[config.mk]
export PLATFORM = sky130hd
export DESIGN_NAME = cache_access_sequencer
export DESIGN_NICKNAME = d
export VERILOG_FILES = /design/src/rtl/my_struct_package.sv /design/src/rtl/cache_access_sequencer_sat_counter.sv /design/src/rtl/cache_access_sequencer.sv
export SDC_FILE = /design/constraint.sdc
export NUM_CORES = 1
export LEC_CHECK = 0
export ABC_AREA = 1
export ABC_CLOCK_PERIOD_IN_PS = 1820
export CAP_MARGIN = 20
export CORE_UTILIZATION = 25
export DETAILED_ROUTE_END_ITERATION = 16
export DONT_BUFFER_PORTS = 1
export GPL_TIMING_DRIVEN = 0
export PLACE_DENSITY = 0.37
export RECOVER_POWER = 50
export SYNTH_ARGS = -nofsm -noshare
export SYNTH_HDL_FRONTEND = slang
export SYNTH_SLANG_ARGS = --single-unit
[constraint.sdc]
create_clock -name clk -period 1.82 [get_ports clk]
set_input_delay 0.546 -clock clk [delete_from_list [all_inputs] [get_ports clk]]
set_output_delay 0.546 -clock clk [all_outputs]
set_load 0.03 [all_outputs]
[src/rtl/my_struct_package.sv]
// Shared types and geometry for the L1 trace-command sequencer.
// STAT_COUNTERS_EN (see cache_access_sequencer) selects whether statistics counters are built.
package my_struct_package;
  localparam int SETS     = 16384;
  localparam int INDEX_W  = 14;
  localparam int TAG_W    = 12;
  localparam int OFFSET_W = 6;
  localparam int ADDR_W   = TAG_W + INDEX_W + OFFSET_W;
  localparam int CNT_W    = 32;

  typedef enum logic [3:0] {
    OP_RD_D  = 4'd0,
    OP_WR_D  = 4'd1,
    OP_RD_I  = 4'd2,
    OP_INV   = 4'd3,
    OP_SNOOP = 4'd4,
    OP_CLR   = 4'd8,
    OP_PRINT = 4'd9
  } op_e;

  typedef enum logic [2:0] {
    IDLE,
    LOOKUP,
    EVAL,
    WRITE,
    CLEAR,
    DONE
  } seq_state_e;

  // Ops that walk the lookup/eval/write path through a cache.
  function automatic logic op_is_mem(input logic [3:0] op);
    return op <= 4'd4;
  endfunction

  // Ops whose outcome is tallied as a hit or a miss (and refresh LRU).
  function automatic logic op_is_counted(input logic [3:0] op);
    return op <= 4'd2;
  endfunction
endpackage

[src/rtl/cache_access_sequencer_sat_counter.sv]
// Saturating up-counter with synchronous clear; clear wins over increment.
module sat_counter #(
  parameter int CNT_W = 32
) (
  input  logic             clk,
  input  logic             rst,
  input  logic             clr,
  input  logic             inc,
  output logic [CNT_W-1:0] count
);
  localparam logic [CNT_W-1:0] MAX = '1;

  always_ff @(posedge clk or negedge rst) begin
    if (!rst) begin
      count <= '0;
    end else if (clr) begin
      count <= '0;
    end else if (inc && (count != MAX)) begin
      count <= count + 1'b1;
    end
  end
endmodule

[src/rtl/cache_access_sequencer.sv]
// Sequences lookup/update/clear phases for the split L1 caches; optional hit/miss
// statistics are built only when STAT_COUNTERS_EN is defined.
module cache_access_sequencer
  import my_struct_package::*;
(
  input  logic               clk,
  input  logic               rst,
  input  logic               cmd_valid,
  output logic               cmd_ready,
  input  logic [3:0]         cmd_op,
  input  logic [ADDR_W-1:0]  cmd_addr,
  output logic               ic_read_enable,
  output logic               ic_write_enable,
  output logic               dc_read_enable,
  output logic               dc_write_enable,
  output logic [INDEX_W-1:0] index,
  output logic [TAG_W-1:0]   tag,
  output logic               clear_all,
  output logic               lru_update,
  input  logic               hit_i,
  input  logic               hit_d,
  output logic               done,
  output logic               err,
  output logic [CNT_W-1:0]   cnt_reads,
  output logic [CNT_W-1:0]   cnt_writes,
  output logic [CNT_W-1:0]   cnt_hits,
  output logic [CNT_W-1:0]   cnt_misses
);
  seq_state_e       r_state;
  logic [3:0]       r_op;
  logic             w_sel_i;
  logic             w_unused_offset;

  assign w_sel_i         = (r_op == OP_RD_I);
  assign w_unused_offset = ^cmd_addr[OFFSET_W-1:0];

  always_ff @(posedge clk or negedge rst) begin
    if (!rst) begin
      r_state         <= IDLE;
      r_op            <= '0;
      cmd_ready       <= 1'b1;
      ic_read_enable  <= 1'b0;
      ic_write_enable <= 1'b0;
      dc_read_enable  <= 1'b0;
      dc_write_enable <= 1'b0;
      clear_all       <= 1'b0;
      lru_update      <= 1'b0;
      done            <= 1'b0;
      err             <= 1'b0;
      index           <= '0;
      tag             <= '0;
    end else begin
      ic_read_enable  <= 1'b0;
      ic_write_enable <= 1'b0;
      dc_read_enable  <= 1'b0;
      dc_write_enable <= 1'b0;
      clear_all       <= 1'b0;
      lru_update      <= 1'b0;
      done            <= 1'b0;
      err             <= 1'b0;
      case (r_state)
        IDLE: begin
          if (cmd_valid) begin
            r_op      <= cmd_op;
            tag       <= cmd_addr[ADDR_W-1 -: TAG_W];
            index     <= cmd_addr[OFFSET_W +: INDEX_W];
            cmd_ready <= 1'b0;
            if (cmd_op == OP_CLR) begin
              // Sweep starts at set 0 on the very next cycle.
              r_state         <= CLEAR;
              index           <= '0;
              ic_write_enable <= 1'b1;
              dc_write_enable <= 1'b1;
              clear_all       <= 1'b1;
            end else if (op_is_mem(cmd_op)) begin
              r_state <= LOOKUP;
              if (cmd_op == OP_RD_I) ic_read_enable <= 1'b1;
              else                   dc_read_enable <= 1'b1;
            end else begin
              r_state <= DONE;
              done    <= 1'b1;
              err     <= (cmd_op != OP_PRINT);
            end
          end
        end
        LOOKUP: r_state <= EVAL;
        EVAL: begin
          r_state    <= WRITE;
          lru_update <= op_is_counted(r_op);
          if (w_sel_i) ic_write_enable <= 1'b1;
          else         dc_write_enable <= 1'b1;
        end
        WRITE: begin
          r_state <= DONE;
          done    <= 1'b1;
        end
        CLEAR: begin
          if (index == INDEX_W'(SETS - 1)) begin
            r_state <= DONE;
            index   <= '0;
            done    <= 1'b1;
          end else begin
            index           <= index + 1'b1;
            ic_write_enable <= 1'b1;
            dc_write_enable <= 1'b1;
            clear_all       <= 1'b1;
          end
        end
        DONE: begin
          r_state   <= IDLE;
          cmd_ready <= 1'b1;
        end
        default: r_state <= IDLE;
      endcase
    end
  end

`ifdef STAT_COUNTERS_EN
  logic w_eval, w_hit, w_clr;

  assign w_eval = (r_state == EVAL);
  assign w_hit  = w_sel_i ? hit_i : hit_d;
  // Index is 0 only on the first sweep cycle, so this clears exactly once.
  assign w_clr  = (r_state == CLEAR) && (index == '0);

  sat_counter #(.CNT_W(CNT_W)) u_cnt_reads (
    .clk(clk), .rst(rst), .clr(w_clr),
    .inc(w_eval && ((r_op == OP_RD_D) || (r_op == OP_RD_I))), .count(cnt_reads));
  sat_counter #(.CNT_W(CNT_W)) u_cnt_writes (
    .clk(clk), .rst(rst), .clr(w_clr),
    .inc(w_eval && (r_op == OP_WR_D)), .count(cnt_writes));
  sat_counter #(.CNT_W(CNT_W)) u_cnt_hits (
    .clk(clk), .rst(rst), .clr(w_clr),
    .inc(w_eval && op_is_counted(r_op) && w_hit), .count(cnt_hits));
  sat_counter #(.CNT_W(CNT_W)) u_cnt_misses (
    .clk(clk), .rst(rst), .clr(w_clr),
    .inc(w_eval && op_is_counted(r_op) && !w_hit), .count(cnt_misses));
`else
  logic w_unused_hits;

  assign w_unused_hits = hit_i ^ hit_d;
  assign cnt_reads     = '0;
  assign cnt_writes    = '0;
  assign cnt_hits      = '0;
  assign cnt_misses    = '0;
`endif
endmodule

==> metrics.txt, run 1 <==
status finished clean; Tmin final 1.671 ns; cell family with most CP delay simple AND/OR/NAND/NOR gates; Area growth syn-to-layout 26.76%; Max Slew Vio Count 0; Horiz. Die Dim 115.9 um; area occupied by multi-input gates 1551 um2; RSZ-0062 raised after global routing no; Cells after DPL 724; Worst Path Required 2.00 ns; leakage 2.422 nW; vias in the first global route 2181; Syn. warnings 0; nets 603; Cell variety after synth 35; kind of critical path reg2reg; HPWL Detailed 6.017 mm; critical path endpoint category register; TritonCTS Sinks 42; most common flop cell mapped by yosys dfrtp_1; CTS H-tree depth 2; EDFF count, synth 0; Critical path buffers and inverters 1; DRC viols 0; layout cells sized above 1 29.89%; Antenna Nets Post-Route 0; row cnt 41; Fill cells 1413; CP cell instances ha_2 -> nand2_1 -> nor2_1 -> nand2_2 -> inv_2 -> nand2_1 -> nand2_2 -> nor2_1 -> nor2_1 -> nor2_1; WL final 7.619 mm; #FFs+latches synth 42; I/O Buffers 0; worst slew pin tran 1.130 ns; slowest cell on the critical path dfrtp_2; TNS Setup 0 ns; via count 2548; Routed WL per cell 10.38 um; DR iter-0 viols 119; Synth Instances 425; IO Pins 204; CP Max Fanout 5; Post-synth ARST share 100.0%; syn_area_per_cell 7.634 um2; Reg area 1055 um2; VDD IR-drop max 354.7 uV; Worst path max stage delay 0.50 ns; DRT Pass-1 Iters 4; sequential fraction of the synthesis area 32.43%; critical path launch point type register; cts bufs inserted 5; CTS tree done; Slew headroom 24.66%; Hold Fails Final Rpt 0; critical path arrival 1.85 ns; CORE AREA 12620 um2; Die H 115.9 um; Max-Cap Viols 0; antenna cells 0; hold_ws 0.09334 ns; gr usage total 10.93%; largest net degree at the start of global routing 42; Worst path most repeated cell nor2_1; clock tree root driver cell clkbuf_16; Cell Area, Placed 3936 um2; Longest Clk Path Bufs 2; initial antenna violation count 0; worst-skew pair later-pin latency 0.29 ns; Initial Util 25.71%; Fmax 0.5985 GHz; power per standard cell area 1409 nW/um2; first-pass GRT wire length 11.12 mm; worst min-delay path category in2async; final setup fails 0; critical path depth 10; most frequent cells in the layout buf_4, conb_1, nand2_1; CTS clk-pin slew, worst paths 0.07 ns; cell depth of the worst flop-to-flop path 10; gpl congestion 0.7236; Synth Cell Area 3244 um2; Final Cycle Share 91.81%; Finished Cell Area 4113 um2; non-filler instance count after layout 734; routed vias/inst 3.471; commonest non-fill, non-tap cell in the layout buf_4; final clock skew 0.004045 ns; Remaining Overflow, GRT 0; Die ar. 13440 um2
[cells in the mapped netlist (2+ instances only)]
master,n,share of area (%)
a21boi_1,8,1.9
nand4_1,3,0.58
nand2_4,2,0.69
inv_1,25,2.9
o21ai_1,3,0.46
nor2_8,2,1.2
buf_4,129,30
xor2_1,5,1.3
dfrtp_1,41,32
inv_2,4,0.46
o21ai_0,5,0.77
nor3_2,2,0.62
a21oi_1,2,0.31
buf_6,3,1.0
nor2_1,39,4.5
buf_2,3,0.46
nand2_1,110,13
o211ai_1,2,0.46
nor3_1,7,1.1
nand3_1,15,2.3
[power breakdown]
part,switching [W],total [W],internal [W]
clock,0.000399,0.000908,0.000509
sequential,0.00114,0.00250,0.00136
combinational,0.00148,0.00238,0.000899
[state kept, by name, summed over array words and instances, names as in the netlist]
register and cells:
dc_read_enable 1, cmd_ready 1, ic_read_enable 1, tag 12, clear_all 1, r_state 3
r_op 4, err 1, lru_update 1, done 1, ic_write_enable 1, dc_write_enable 1
index 14
[worst register-to-register path: stages (launching register included)]
cell and delay [ns]:
dfrtp_2 0.50, ha_2 0.24, nand2_1 0.07, nor2_1 0.14
nand2_2 0.10, inv_2 0.10, nand2_1 0.10, nand2_2 0.13
nor2_1 0.06, nor2_1 0.08, nor2_1 0.04
[logic make-up (layout without fill, tap and decap cells)]
| logic type | Yosys count | in the layout | synth area share [%] |
|---|---|---|---|
| buffers and inverters | 165 | 175 | 34.90 |
| other | 1 | 128 | 0.1156 |
| AOI/OAI and AO/OA | 27 | 27 | 5.900 |
| xor gates and xnor gates | 5 | 5 | 1.350 |
| DFF | 42 | 42 | 32.43 |
| and+or+nand+nor | 184 | 184 | 24.91 |
| adders and majority gates | 1 | 1 | 0.3856 |
[through the flow]
stage / power [W] / setup WS [ns] / util (%)
after floorplan: 0.004364 / 0.2765 / -
after global placement: 0.004869 / -0.1316 / 31.19
after detailed placement: 0.004895 / -0.1303 / 31.19
after CTS: 0.005868 / 0.05916 / 32.65
after global routing: 0.006293 / 0.001959 / 32.59
final: 0.005794 / 0.1491 / 32.59
[layout make-up]
cell class / instances / share of cell area (%)
Buffer: 135 / 24.73
Clock buffer: 5 / 3.042
Clock inverter: 3 / 0.5172
Inverter: 30 / 2.799
Multi-Input combinational cell: 345 / 37.72
Sequential cell: 42 / 25.65
Tap cell: 172 / 5.233
Timing Repair Buffer: 2 / 0.3042
[repair_timing]
item | in CTS | in global routing
setup buffers | 0 | 1
pin swaps | 0 | 1
cloned | 0 | 0
endpoints found under the hold margin | 41 | 0
hold buffers | 1 | 0
setup endpoints to repair | 9 | 8
gates resized for setup | 3 | 3
[layer usage]
metal | vias up | part of all wire [%] | GRT usage [%]
met4 | 0 | 0.74 | 2.564
li1 | 1327 | - | -
met3 | 7 | 10 | 3.975
met1 | 1114 | 40 | 12.59
met2 | 100 | 49 | 19.21
met5 | - | 0 | 0
[path summary, 6_finish.rpt]
check	start	end	slack, ns
worst max-delay path	index[1]$_DFFE_PN0P_	index[11]$_DFFE_PN0P_	0.15
worst min-delay path	rst	cmd_ready$_DFFE_PN1P_	0.09
worst max register to register	index[1]$_DFFE_PN0P_	index[11]$_DFFE_PN0P_	0.15
worst min register to register	r_op[2]$_DFFE_PN0P_	lru_update$_DFF_PN0_	0.47
max in group asynchronous	rst	index[1]$_DFFE_PN0P_	0.59
min in group clk	cmd_op[0]	ic_read_enable$_DFF_PN0_	0.31
No activity file was read; power rests on OpenSTA's default activity.
==> inputs of run 2 (changes only) <==
--- a/config.mk
+++ b/config.mk
@@ -6,7 +6,7 @@
 export NUM_CORES = 1
 export LEC_CHECK = 0
 export ABC_AREA = 1
-export ABC_CLOCK_PERIOD_IN_PS = 1820
+export ABC_CLOCK_PERIOD_IN_PS = 2000
 export CAP_MARGIN = 20
 export CORE_UTILIZATION = 25
 export DETAILED_ROUTE_END_ITERATION = 16
==> constraint.sdc (replaced) <==
create_clock -name clk -period 2 [get_ports clk]
set_input_delay 0.6 -clock clk [delete_from_list [all_inputs] [get_ports clk]]
set_output_delay 0.6 -clock clk [all_outputs]
set_load 0.03 [all_outputs]
==> metrics.txt, run 2 (synthesized netlist as in run 1, its figures left out) <==
status finished clean; I/O Buffers 0; Longest Clk Path Bufs 2; Area growth syn-to-layout 26.07%; commonest non-fill, non-tap cell in the layout buf_4; CP cell instances ha_1 -> nand2_1 -> nor2_1 -> nand2_1 -> inv_2 -> nand2_1 -> nand2_1 -> nor2_1 -> nor2_1 -> nor2_1; Most flops, register index; CTS tree done; Remaining Overflow, GRT 0; Die H 115.9 um; Largest register FFs 14; Cells after DPL 724; final clock skew 0.004143 ns; leakage 2.412 nW; CTS H-tree depth 2; Worst path max stage delay 0.50 ns; CORE AREA 12620 um2; row cnt 41; Routed WL per cell 10.37 um; initial antenna violation count 0; R2R setup slack 0.24 ns; critical path launch point type register; IO Pins 204; routed vias/inst 3.469; Fmax 0.5692 GHz; Fill cells 1410; gr usage total 10.93%; Horiz. Die Dim 115.9 um; via count 2543; worst min-delay path category in2async; biggest regs index x14, tag x12, r_op x4; worst reg2reg path startpoint index[1]$_DFFE_PN0P_; Antenna Nets Post-Route 0; critical path endpoint category register; WL final 7.602 mm; DRC viols 0; Finished Cell Area 4090 um2; CTS clk-pin slew, worst paths 0.07 ns; DR iter-0 viols 111; clock tree root driver cell clkbuf_16; non-filler instance count after layout 733; RSZ-0062 raised after global routing no; antenna cells 0; Die ar. 13440 um2; critical path arrival 1.94 ns; worst-skew pair later-pin latency 0.29 ns; Max Slew Vio Count 0; Hold Fails Final Rpt 0; first-pass GRT wire length 11.12 mm; TNS Setup 0 ns; Slew headroom 24.63%; Initial Util 25.71%; layout cells sized above 1 29.06%; cell depth of the worst flop-to-flop path 10; power per standard cell area 1280 nW/um2; worst flop-to-flop path endpoint index[11]$_DFFE_PN0P_; cts bufs inserted 5; Tmin final 1.757 ns; HPWL Detailed 6.017 mm; worst slew pin tran 1.131 ns; VDD IR-drop max 321.3 uV; Final Cycle Share 87.84%; TritonCTS Sinks 42; final setup fails 0; Cell Area, Placed 3936 um2; gpl congestion 0.7236; most frequent cells in the layout buf_4, conb_1, nand2_1; slowest cell on the critical path dfrtp_2; kind of critical path reg2reg; vias in the first global route 2181; CP Max Fanout 5; Worst Path Required 2.18 ns; nets 602; Max-Cap Viols 0; largest net degree at the start of global routing 42; DRT Pass-1 Iters 4
-- run 2: changes by cell type in the layout (fill, tap and decap cells not counted) --
cell,before,now
nand2_2,2,0
buf_4,130,129
ha_1,0,1
nand2_4,2,1
ha_2,1,0
nand2_1,108,111
-- run 2: how the worst max path moves through the flow --
stage	from	to	slack [ns]	depth (start not counted)
floorplan	index[0]$_DFFE_PN0P_	index[13]$_DFFE_PN0P_	0.46	8
global placement	index[0]$_DFFE_PN0P_	index[0]$_DFFE_PN0P_	0.05	8
detailed placement	index[1]$_DFFE_PN0P_	index[0]$_DFFE_PN0P_	0.05	8
CTS	index[0]$_DFFE_PN0P_	index[0]$_DFFE_PN0P_	0.03	8
global route	index[1]$_DFFE_PN0P_	index[11]$_DFFE_PN0P_	0.09	10
finish	index[1]$_DFFE_PN0P_	index[11]$_DFFE_PN0P_	0.24	10
-- run 2: timing repair --
action / CTS / global route
hold endpoints to repair: 41 / 0
setup buffers: 0 / 0
endpoints found under the setup margin: 0 / 8
gates resized for setup: 0 / 3
hold buffers: 1 / 0
-- run 2: cell type report --
cell class	count	area, um2	share of cell area [%]
multi-input cells	345	1536	37.56
repair buffers	1	5.005	0.1224
plain buffers	135	1017	24.87
well taps	172	215.2	5.262
inverters	30	115.1	2.814
clock inverters	3	21.27	0.5200
clock buffers	5	125.1	3.059
flip-flops and latches	42	1055	25.79
-- run 2: power by group --
group	internal (W)	switching (W)	total, W
Combinational	0.000799	0.00133	0.00213
Clock	0.000463	0.000363	0.000825
Sequential	0.00124	0.00104	0.00228
-- run 2: worst max-delay path: cells and delay by family (launching register included) --
family	cells	cell delay [ns]
fa+ha+maj	1	0.23
buf+inv	1	0.11
flops	1	0.50
simple gates	8	0.80
-- run 2: metrics by stage --
stage / hold slack (ns) / power (W) / setup slack [ns] / utilization [%]
2_1_floorplan: 0.3044 / 0.003972 / 0.4565 / -
3_3_place_gp: 0.3053 / 0.004431 / 0.04840 / 31.19
3_5_place_dp: 0.3053 / 0.004455 / 0.04971 / 31.19
4_1_cts: 0.1376 / 0.005328 / 0.03093 / 32.57
5_1_grt: 0.1314 / 0.005688 / 0.08837 / 32.41
6_report: 0.1474 / 0.005235 / 0.2433 / 32.41
-- run 2: metal layers --
layer | wire, um | share of wire [%] | track usage, % | vias to the layer above
met4 | 56 | 0.74 | 2.564 | 0
met1 | 3030 | 40 | 12.59 | 1109
li1 | - | - | - | 1327
met3 | 790 | 10 | 3.975 | 7
met5 | 0 | 0 | 0 | -
met2 | 3725 | 49 | 19.21 | 100
